File: config.mk
export PLATFORM = sky130hd
export DESIGN_NAME = shift_unit_iter
export DESIGN_NICKNAME = d
export VERILOG_FILES = /design/src/rtl/shift_pkg.sv /design/src/rtl/shift_decode.sv /design/src/rtl/shift_unit_iter.sv
export SDC_FILE = /design/constraint.sdc
export NUM_CORES = 1
export LEC_CHECK = 0
export BUFFER_PORTS_ARGS = -buffer_cell sky130_fd_sc_hd__buf_2
export CAP_MARGIN = 20
export CORE_MARGIN = 3
export CORE_UTILIZATION = 55
export CTS_CLUSTER_DIAMETER = 100
export DETAILED_ROUTE_END_ITERATION = 10
export GPL_ROUTABILITY_DRIVEN = 0
export PLACE_DENSITY = 0.85
export SLEW_MARGIN = 0
export SYNTH_ARGS = -nofsm -noshare
export SYNTH_HDL_FRONTEND = slang
export SYNTH_SLANG_ARGS = --single-unit
File: constraint.sdc
create_clock -name clk -period 4.2 [get_ports clk]
set_clock_uncertainty 0.05 [all_clocks]
set_input_delay 0 -clock clk [delete_from_list [all_inputs] [get_ports clk]]
set_output_delay 0 -clock clk [all_outputs]
set_load 0.05 [all_outputs]
File: src/rtl/shift_pkg.sv
// Shared decode constants, FSM state and shift-mode encodings for the iterative shift unit.
package shift_pkg;

    localparam logic [5:0] FUNCT_SLL  = 6'h00;
    localparam logic [5:0] FUNCT_SRL  = 6'h02;
    localparam logic [5:0] FUNCT_SRA  = 6'h03;
    localparam logic [5:0] FUNCT_SLLV = 6'h04;
    localparam logic [5:0] FUNCT_SRLV = 6'h06;
    localparam logic [5:0] FUNCT_SRAV = 6'h07;

    typedef enum logic [1:0] {
        IDLE,
        SHIFT,
        DONE
    } state_t;

    typedef enum logic [1:0] {
        LEFT,
        RIGHT_LOG,
        RIGHT_ARITH
    } mode_t;

endpackage

File: src/rtl/shift_decode.sv
// Combinational R-type funct decoder: flags shift ops, picks the amount source and direction.
// Zero latency; no handshake, so it never stalls.
module shift_decode
    import shift_pkg::*;
(
    input  logic [5:0] i_funct,
    output logic       o_is_shift,
    output logic       o_uses_shamt,
    output mode_t      o_mode
);

    always_comb begin
        o_is_shift   = 1'b0;
        o_uses_shamt = 1'b0;
        o_mode       = LEFT;
        case (i_funct)
            FUNCT_SLL: begin
                o_is_shift   = 1'b1;
                o_uses_shamt = 1'b1;
                o_mode       = LEFT;
            end
            FUNCT_SRL: begin
                o_is_shift   = 1'b1;
                o_uses_shamt = 1'b1;
                o_mode       = RIGHT_LOG;
            end
            FUNCT_SRA: begin
                o_is_shift   = 1'b1;
                o_uses_shamt = 1'b1;
                o_mode       = RIGHT_ARITH;
            end
            FUNCT_SLLV: begin
                o_is_shift = 1'b1;
                o_mode     = LEFT;
            end
            FUNCT_SRLV: begin
                o_is_shift = 1'b1;
                o_mode     = RIGHT_LOG;
            end
            FUNCT_SRAV: begin
                o_is_shift = 1'b1;
                o_mode     = RIGHT_ARITH;
            end
            default: ;
        endcase
    end

endmodule

File: src/rtl/shift_unit_iter.sv
// Multi-cycle shifter: start/done handshake, shifts up to STEP bits per cycle.
// Latency ceil(n/STEP)+1 cycles (1 for n=0 or illegal); start is ignored while busy.
module shift_unit_iter
    import shift_pkg::*;
#(
    parameter  int WIDTH = 32,
    parameter  int STEP  = 1,
    localparam int AMT_W = $clog2(WIDTH)
) (
    input  logic             clk,
    input  logic             rst_n,
    input  logic             start,
    input  logic [5:0]       funct,
    input  logic [AMT_W-1:0] shamt,
    input  logic [WIDTH-1:0] rs_val,
    input  logic [WIDTH-1:0] rt_val,
    output logic             is_shift,
    output logic             uses_shamt,
    output logic             busy,
    output logic             done,
    output logic             illegal,
    output logic [WIDTH-1:0] result
);

    localparam logic [AMT_W:0] STEP_W = (AMT_W+1)'(STEP);

    logic             w_is_shift;
    logic             w_uses_shamt;
    mode_t            w_mode;
    logic [AMT_W-1:0] w_amt;
    logic [AMT_W-1:0] w_k;
    logic [WIDTH-1:0] w_fill;
    logic [WIDTH-1:0] w_shifted;
    logic             w_unused_rs;

    state_t           r_state,   w_state_nxt;
    logic [WIDTH-1:0] r_acc,     w_acc_nxt;
    logic [AMT_W-1:0] r_rem,     w_rem_nxt;
    mode_t            r_mode,    w_mode_nxt;
    logic             r_sign,    w_sign_nxt;
    logic             r_illegal, w_illegal_nxt;
    logic [WIDTH-1:0] r_result;

    shift_decode u_decode (
        .i_funct      (funct),
        .o_is_shift   (w_is_shift),
        .o_uses_shamt (w_uses_shamt),
        .o_mode       (w_mode)
    );

    assign w_amt       = w_uses_shamt ? shamt : rs_val[AMT_W-1:0];
    assign w_unused_rs = ^rs_val[WIDTH-1:AMT_W];

    // Clamp the per-cycle step to what is left so the last cycle lands exactly on zero.
    assign w_k = ({1'b0, r_rem} > STEP_W) ? STEP_W[AMT_W-1:0] : r_rem;

    // Arithmetic fill uses the sign captured at start, not the current acc MSB.
    assign w_fill = (r_mode == RIGHT_ARITH && r_sign) ? ~({WIDTH{1'b1}} >> w_k) : '0;
    assign w_shifted = (r_mode == LEFT) ? (r_acc << w_k) : ((r_acc >> w_k) | w_fill);

    always_comb begin
        w_state_nxt   = r_state;
        w_acc_nxt     = r_acc;
        w_rem_nxt     = r_rem;
        w_mode_nxt    = r_mode;
        w_sign_nxt    = r_sign;
        w_illegal_nxt = r_illegal;
        case (r_state)
            IDLE: begin
                if (start) begin
                    if (w_is_shift) begin
                        w_acc_nxt     = rt_val;
                        w_rem_nxt     = w_amt;
                        w_mode_nxt    = w_mode;
                        w_sign_nxt    = rt_val[WIDTH-1];
                        w_illegal_nxt = 1'b0;
                        w_state_nxt   = (w_amt != '0) ? SHIFT : DONE;
                    end else begin
                        w_acc_nxt     = '0;
                        w_rem_nxt     = '0;
                        w_illegal_nxt = 1'b1;
                        w_state_nxt   = DONE;
                    end
                end
            end
            SHIFT: begin
                w_acc_nxt = w_shifted;
                w_rem_nxt = r_rem - w_k;
                if (r_rem == w_k) begin
                    w_state_nxt = DONE;
                end
            end
            DONE: begin
                w_state_nxt = IDLE;
            end
            default: begin
                w_state_nxt = IDLE;
            end
        endcase
    end

    always_ff @(posedge clk or negedge rst_n) begin
        if (!rst_n) begin
            r_state   <= IDLE;
            r_acc     <= '0;
            r_rem     <= '0;
            r_mode    <= LEFT;
            r_sign    <= 1'b0;
            r_illegal <= 1'b0;
            r_result  <= '0;
        end else begin
            r_state   <= w_state_nxt;
            r_acc     <= w_acc_nxt;
            r_rem     <= w_rem_nxt;
            r_mode    <= w_mode_nxt;
            r_sign    <= w_sign_nxt;
            r_illegal <= w_illegal_nxt;
            // Result is captured on entry to DONE so it is valid alongside the done pulse.
            if (w_state_nxt == DONE) begin
                r_result <= w_acc_nxt;
            end
        end
    end

    assign is_shift   = w_is_shift;
    assign uses_shamt = w_uses_shamt;
    assign busy       = (r_state != IDLE);
    assign done       = (r_state == DONE);
    assign illegal    = (r_state == DONE) && r_illegal;
    assign result     = r_result;

endmodule

==> summary.md, run 1 <==
| Metric | Value |
|---|---|
| Port bufs | `87` |
| Final Setup Violations | `0` |
| Sequential share of the synthesized area | `43.1%` |
| # hold bufs at CTS | `13` |
| Core Footprint | `7490 um2` |
| Maxcap violations | `0` |
| RR Startpoint | `r_rem[0]` |
| Hold_ws | `0.0739 ns` |
| First-pass GRT wire length | `19.2 mm` |
| Comb pwr share | `roughly a third` |
| Most frequent cells in the layout | `87 x buf_2, 75 x dfrtp_1, 61 x a221o_1` |
| Placement Rows | `31` |
| Clock power share | `29.2%` |
| Die Y | `95 um` |
| Flop-to-flop setup slack | `1.22 ns` |
| Top_reg_cell synth | `dfrtp_1` |
| Status | `complete, no violations` |
| #FFs+latches synth | `75` |
| Rel. slew slack | `32.5%` |
| Final worst slack | `between 1 and 1.5 ns` |
| Hold Path Origin | `shamt[4]` |
| Worst Hold End | `r_rem[4]` |
| Initial core utilization | `58.2%` |
| Hpwl dp | `just over 7 mm` |
| Die X-Extent | `around 95 um` |
| Post-synthesis area per instance | `9.86 um2` |
| Post-Syn Instances | `442` |
| Gr ovfl total | `0` |
| Initial DRC Count | `538` |
| Crit path DAT | `about 3.2 ns` |
| Routed vias | `4,039` |
| Worst Setup Path Type | `reg -> reg` |
| Async S/R FF share, synth | `100%` |
| NetSw | `0.832 mW` |
| Clock-pin slew on the worst setup and hold paths | `around 0.08 ns` |
| TritonCTS Sinks | `75` |
| CTS tree | `done` |
| Setup Buffers After CTS | `0` |
| H-tree depth | `3` |
| DRC Markers | `0` |
| Worst slack at placement | `between 1 and 1.5 ns` |
| Synthesized area | `4360 um2` |
| Most common cell after layout, fill and taps aside | `buf_2` |
| Final Hold Vio Count | `0` |
| Die Footprint | `9030 um2` |
| Power density cells | `~440 nW/um2` |
| NumNets Final | `approximately 600` |
| Leakage | `about 2.5 nW` |
| Synth unique cells | `43` |
| Largest net degree at the start of global routing | `65` |
| Synth-to-Final Area Change | `19.3%` |
| Vias in the first global route | `between 3,000 and 4,000` |
| Number of cells on the worst reg-to-reg path | `5` |
| Setup crit end kind | `register` |
| RSZ-0062 raised after global routing | `false` |
| Int Pwr | `1.48 mW` |
| VDD IR max | `between 200 and 300 uV` |
| Layout cells sized above 1 | `29.6%` |
| Worst EP required | `~4.4 ns` |
| Number of synthesized flops with an enable pin | `0` |
| DR vias/cell | `6.49` |
| Sw frac | `36.0%` |
| DR WL/cell | `19.0 um` |
| Peak Freq | `~340 MHz` |
| WHS Path Cells | `4` |
| All-Layer GR Usage | `27.1%` |
| CTS max path bufs | `2` |
| Hold WC Path Type | `in -> reg` |
| Worst-Margin Slew | `1.01 ns` |
| Crit path time final | `2.98 ns` |
| Worst Setup Start Kind | `register` |
| Final TNS setup | `0 ns` |
| Total chip power | `2.31 mW` |
| Clock buffer count from CTS | `9` |
| Post_cts resized | `0` |
| Router iterations before antenna repair | `6` |
| Reg power frac | `between 30% and 40%` |
| Max Transition Viols Final | `0` |
| YS warnings | `0` |
| Initial antenna violation count | `0` |
| ANT nets after route | `0` |
| Post-Route WL | `11.8 mm` |
| Diode count | `0` |
| Clk_lat worst skew | `0.35 ns` |
| CTS Root Cell | `clkbuf_8` |
| IO Count | `115` |
| Worst flop-to-flop path endpoint | `result[22]` |
| Crit-path max FO | `34` |
| Fin util | `69.4%` |
| Crit share post-route | `70.9%` |
| Post-synth net total | `521` |
==> layout make-up <==
type / instances / area (um2)
tap: 99 / 124
clock buffer: 10 / 128
inverter: 36 / 135
fill: 546 / 2290
timing repair buffer: 114 / 693
sequential: 75 / 1880
multi-input combinational: 282 / 2130
clock inverter: 6 / 113
==> sequential cells by signal, indices dropped and copies added (netlist names) <==
register / flops
r_state: 2
r_illegal: 1
r_mode: 2
r_sign: 1
result: 32
r_rem: 5
r_acc: 32
==> synth_stat cells, types with 2 or more instances <==
cell / number / share of area (%)
mux2_1: 2 / 0.52
clkbuf_1: 34 / 2.9
nor3_1: 4 / 0.46
nor2b_1: 4 / 0.57
a31oi_1: 2 / 0.29
nor2_1: 37 / 3.2
o21ai_0: 4 / 0.46
nand2_1: 9 / 0.78
nor4_1: 34 / 4.9
or3_1: 2 / 0.29
a221o_1: 61 / 14
or4b_2: 2 / 0.46
a21oi_1: 34 / 3.9
buf_6: 3 / 0.78
buf_2: 11 / 1.3
inv_1: 35 / 3.0
dfrtp_1: 75 / 43
mux2i_1: 6 / 1.4
o21a_1: 30 / 5.2
mux2_2: 30 / 7.8
==> routing by layer <==
layer	track usage, %	part of all wire (%)	vias up
met4	7.09	2.0	0
met1	39.6	43	1971
li1	-	-	1836
met3	6.06	8.2	28
met5	0	0	-
met2	40.8	46	204
==> how the worst max path moves through the flow <==
| stage | start | endpoint | slack, ns | cells past startpoint |
|---|---|---|---|---|
| detailed placement | r_rem[0] | result[18] | 1.33 | 5 |
| global placement | r_rem[0] | result[23] | 1.41 | 5 |
| finish | r_rem[0] | result[22] | 1.22 | 5 |
| CTS | r_rem[0] | result[18] | 1.34 | 5 |
| global route | r_rem[0] | result[23] | 1.12 | 5 |
| floorplan | funct[3] | r_rem[1] | 1.69 | 6 |
==> per-stage QoR <==
stage	area, um2	instances
CTS	5170	620
finish	5200	622
floorplan	4360	442
global route	5200	622
global placement	4780	590
detailed placement	4800	591
==> worst max-delay path, cell delays in order (launching register included) <==
cell	delay, ns
dfrtp_1	0.35
buf_4	0.35
clkinv_1	0.90
a221o_1	0.57
a221o_1	0.35
mux2_2	0.28
==> cells by family (layout without fill, tap and decap cells) <==
| group | count (synthesis) | in the layout | synth area share (%) |
|---|---|---|---|
| buf+inv | 85 | 166 | 8.24 |
| fa+ha+maj | 1 | 1 | 0.287 |
| compound gates | 142 | 142 | 26.3 |
| flops | 75 | 75 | 43.1 |
| mux | 38 | 38 | 9.65 |
| simple gates | 101 | 101 | 12.4 |
==> power by group through the flow <==
stage          clock network, mW  registers [mW]  logic (mW)
5_1_grt                    0.721           0.873       0.823
2_1_floorplan                  0           0.996       0.442
3_5_place_dp                   0           0.873       0.739
3_3_place_gp                   0           0.870       0.713
4_1_cts                    0.683           0.860       0.756
6_report                   0.676           0.863       0.772
Note: power is estimated with default switching activity, not from simulation.
==> run 2: changes to the inputs <==
--- a/config.mk
+++ b/config.mk
@@ -8,11 +8,11 @@
 export BUFFER_PORTS_ARGS = -buffer_cell sky130_fd_sc_hd__buf_2
 export CAP_MARGIN = 20
 export CORE_MARGIN = 3
-export CORE_UTILIZATION = 55
+export CORE_UTILIZATION = 53
 export CTS_CLUSTER_DIAMETER = 100
 export DETAILED_ROUTE_END_ITERATION = 10
 export GPL_ROUTABILITY_DRIVEN = 0
-export PLACE_DENSITY = 0.85
+export PLACE_DENSITY = 0.82
 export SLEW_MARGIN = 0
 export SYNTH_ARGS = -nofsm -noshare
 export SYNTH_HDL_FRONTEND = slang
==> constraint.sdc (replaced) <==
create_clock -name clk -period 2.8 [get_ports clk]
set_clock_uncertainty 0.05 [all_clocks]
set_input_delay 0 -clock clk [delete_from_list [all_inputs] [get_ports clk]]
set_output_delay 0 -clock clk [all_outputs]
set_load 0.05 [all_outputs]
==> run 2 against run 1 <==
  * Via count increased by 0.64%
  * Sequential power increased by 52%
  * Worst hold slack got worse by 0.014 ns
  * Fmax rose by 25%
  * Utilization down 3.9 points
  * Highest routed layer unchanged
==> summary.md, run 2 (synthesis results as in run 1) <==
| Metric | Value |
|---|---|
| Clock buffer count from CTS | `9 (unchanged)` |
| Hpwl dp | `7.20 mm (+1.3%)` |
| DR WL/cell | `18.9 um (-0.49%)` |
| Most common cell after layout, fill and taps aside | `buf_2` |
| Clock-pin slew on the worst setup and hold paths | `0.08 ns (about the same)` |
| Reg power frac | `39.5% (+2.2 points)` |
| WHS Path Cells | `5 (+1)` |
| Clk_lat worst skew | `0.36 ns (about the same)` |
| Worst-Margin Slew | `0.954 ns (-0.0521 ns)` |
| Largest net degree at the start of global routing | `76 (+17%)` |
| Port bufs | `87 (unchanged)` |
| TritonCTS Sinks | `75 (unchanged)` |
| Routed vias | `4,065 (+0.64%)` |
| Int Pwr | `2.05 mW (+39%)` |
| CTS Root Cell | `clkbuf_8` |
| Crit path time final | `2.39 ns (-0.586 ns)` |
| Met1 wire length | `4.99 mm (-2.8%)` |
| Worst EP required | `3.05 ns (-1.34 ns)` |
| Max Transition Viols Final | `0 (unchanged)` |
| Initial antenna violation count | `0 (unchanged)` |
| Synth-to-Final Area Change | `18.1%` |
| Status | `complete, no violations` |
| Hold Path Origin | `shamt[0]` |
| Hold WC Path Type | `in -> reg` |
| RR Startpoint | `r_state[0]` |
| NumNets Final | `597 (unchanged)` |
| Layout cells sized above 1 | `30.0% (+0.38 points)` |
| Fin area | `5140 um2 (-1.0%)` |
| First-pass GRT wire length | `19.9 mm (+3.4%)` |
| Diode count | `0 (unchanged)` |
| Post-Route WL | `11.8 mm (about the same)` |
| Sw frac | `37.9% (+1.9 points)` |
| IO Count | `115 (unchanged)` |
| ANT nets after route | `0 (unchanged)` |
| Leakage | `2.47 nW (-1.5%)` |
| Power density cells | `643 nW/um2 (+45%)` |
| Crit path DAT | `2.64 ns (-0.53 ns)` |
| Setup Buffers After CTS | `0 (unchanged)` |
| Final worst slack | `0.408 ns (-0.814 ns)` |
| Gr ovfl total | `0 (unchanged)` |
| Clock power share | `25.9% (-3.3 points)` |
| Routed wl met2 | `5.29 mm (-3.1%)` |
| All-Layer GR Usage | `25.4% (-1.7 points)` |
| DR vias/cell | `6.50 (+0.16%)` |
| Worst Setup Start Kind | `register` |
| Most frequent cells in the layout | `86 x buf_2, 75 x dfrtp_1, 61 x a221o_1` |
| Initial DRC Count | `571 (+6.1%)` |
| Die Y | `96.7 um (+1.8%)` |
| Number of cells on the worst reg-to-reg path | `5 (unchanged)` |
| Worst Setup Path Type | `reg -> reg` |
| Final TNS setup | `0 ns (unchanged)` |
| Worst slack at placement | `0.498 ns (-0.827 ns)` |
| DRC Markers | `0 (unchanged)` |
| Die Footprint | `9340 um2 (+3.5%)` |
| Crit-path max FO | `24 (-29%)` |
| Final Setup Violations | `0 (unchanged)` |
| Comb pwr share | `34.6% (+1.2 points)` |
| Crit path from | `r_state[0]` |
| Filler cell count | `655 (+20%)` |
| Setup crit end kind | `register` |
| WL met3 | `1.24 mm (+28%)` |
| NetSw | `1.25 mW (+50%)` |
| RSZ-0062 raised after global routing | `false` |
| Crit share post-route | `85.4% (+15 points)` |
| Maxcap violations | `0 (unchanged)` |
| Peak Freq | `418 MHz (+25%)` |
| Placement Rows | `32 (+3.2%)` |
| Uppermost layer routed | `met4` |
| Total chip power | `3.31 mW (+43%)` |
| Initial core utilization | `55.5% (-2.7 points)` |
| CTS max path bufs | `2 (unchanged)` |
| Vias in the first global route | `3,897 (+2.0%)` |
| Rel. slew slack | `36.4% (+3.9 points)` |
| Router iterations before antenna repair | `8 (+2)` |
| Die X-Extent | `96.7 um (+1.8%)` |
| Core Footprint | `7850 um2 (+4.8%)` |
| Dpl cell area | `4810 um2 (+0.29%)` |
| CTS tree | `done` |
| H-tree depth | `3 (unchanged)` |
| VDD IR max | `395 uV (+53%)` |
| Final Hold Vio Count | `0 (unchanged)` |
[run 2: area by class of cell]
cell class,instances,area (um2),area share (%)
Inverter,36,135,2.63
Timing Repair Buffer,114,673,13.1
Tap cell,102,128,2.48
Sequential cell,75,1880,36.5
Multi-Input combinational cell,282,2130,41.4
Clock inverter,6,65.1,1.26
Clock buffer,10,138,2.68
[run 2: power by group through the flow]
stage / Sequential (mW) / Clock, mW / Combinational, mW
after detailed placement: 1.32 / 0 / 1.10
after global routing: 1.32 / 0.908 / 1.23
after global placement: 1.32 / 0 / 1.08
final: 1.31 / 0.857 / 1.14
after floorplan: 1.49 / 0 / 0.663
after CTS: 1.30 / 0.862 / 1.12
[run 2: repair_timing]
action,CTS,global route
hold endpoints to repair,84,0
hold buffers,13,0
gates resized for setup,0,0
[run 2: per-stage QoR]
stage | util (%) | hold WS (ns) | std cells
final | 65.6 | 0.0598 | 625
after global routing | 65.6 | 0.100 | 625
after CTS | 65.6 | 0.0587 | 625
after detailed placement | 61.3 | 0.155 | 596
after global placement | 61.3 | 0.152 | 596
after floorplan | - | -0.346 | 442
[run 2: critical path: stages, from the launching register on]
cell and delay [ns]:
dfrtp_1 0.49, or3b_2 0.78, buf_4 0.30, nor4_1 0.34, a221o_1 0.20, mux2_2 0.15
[run 2: path summary, 6_finish.rpt]
check | endpoint | slack (ns)
hold reg to reg | result[23] | 0.45
setup / recovery | result[20] | 0.41
min in group asynchronous | result[9] | 0.26
max in group asynchronous | r_acc[17] | 1.80
hold / removal | r_state[0] | 0.06
setup reg to reg | result[20] | 0.41
[run 2: metal layers]
metal,vias to the layer above,track usage (%)
met1,1933,37.6
met2,272,37.2
met3,28,5.34
met4,0,8.42
met5,-,0
li1,1832,-
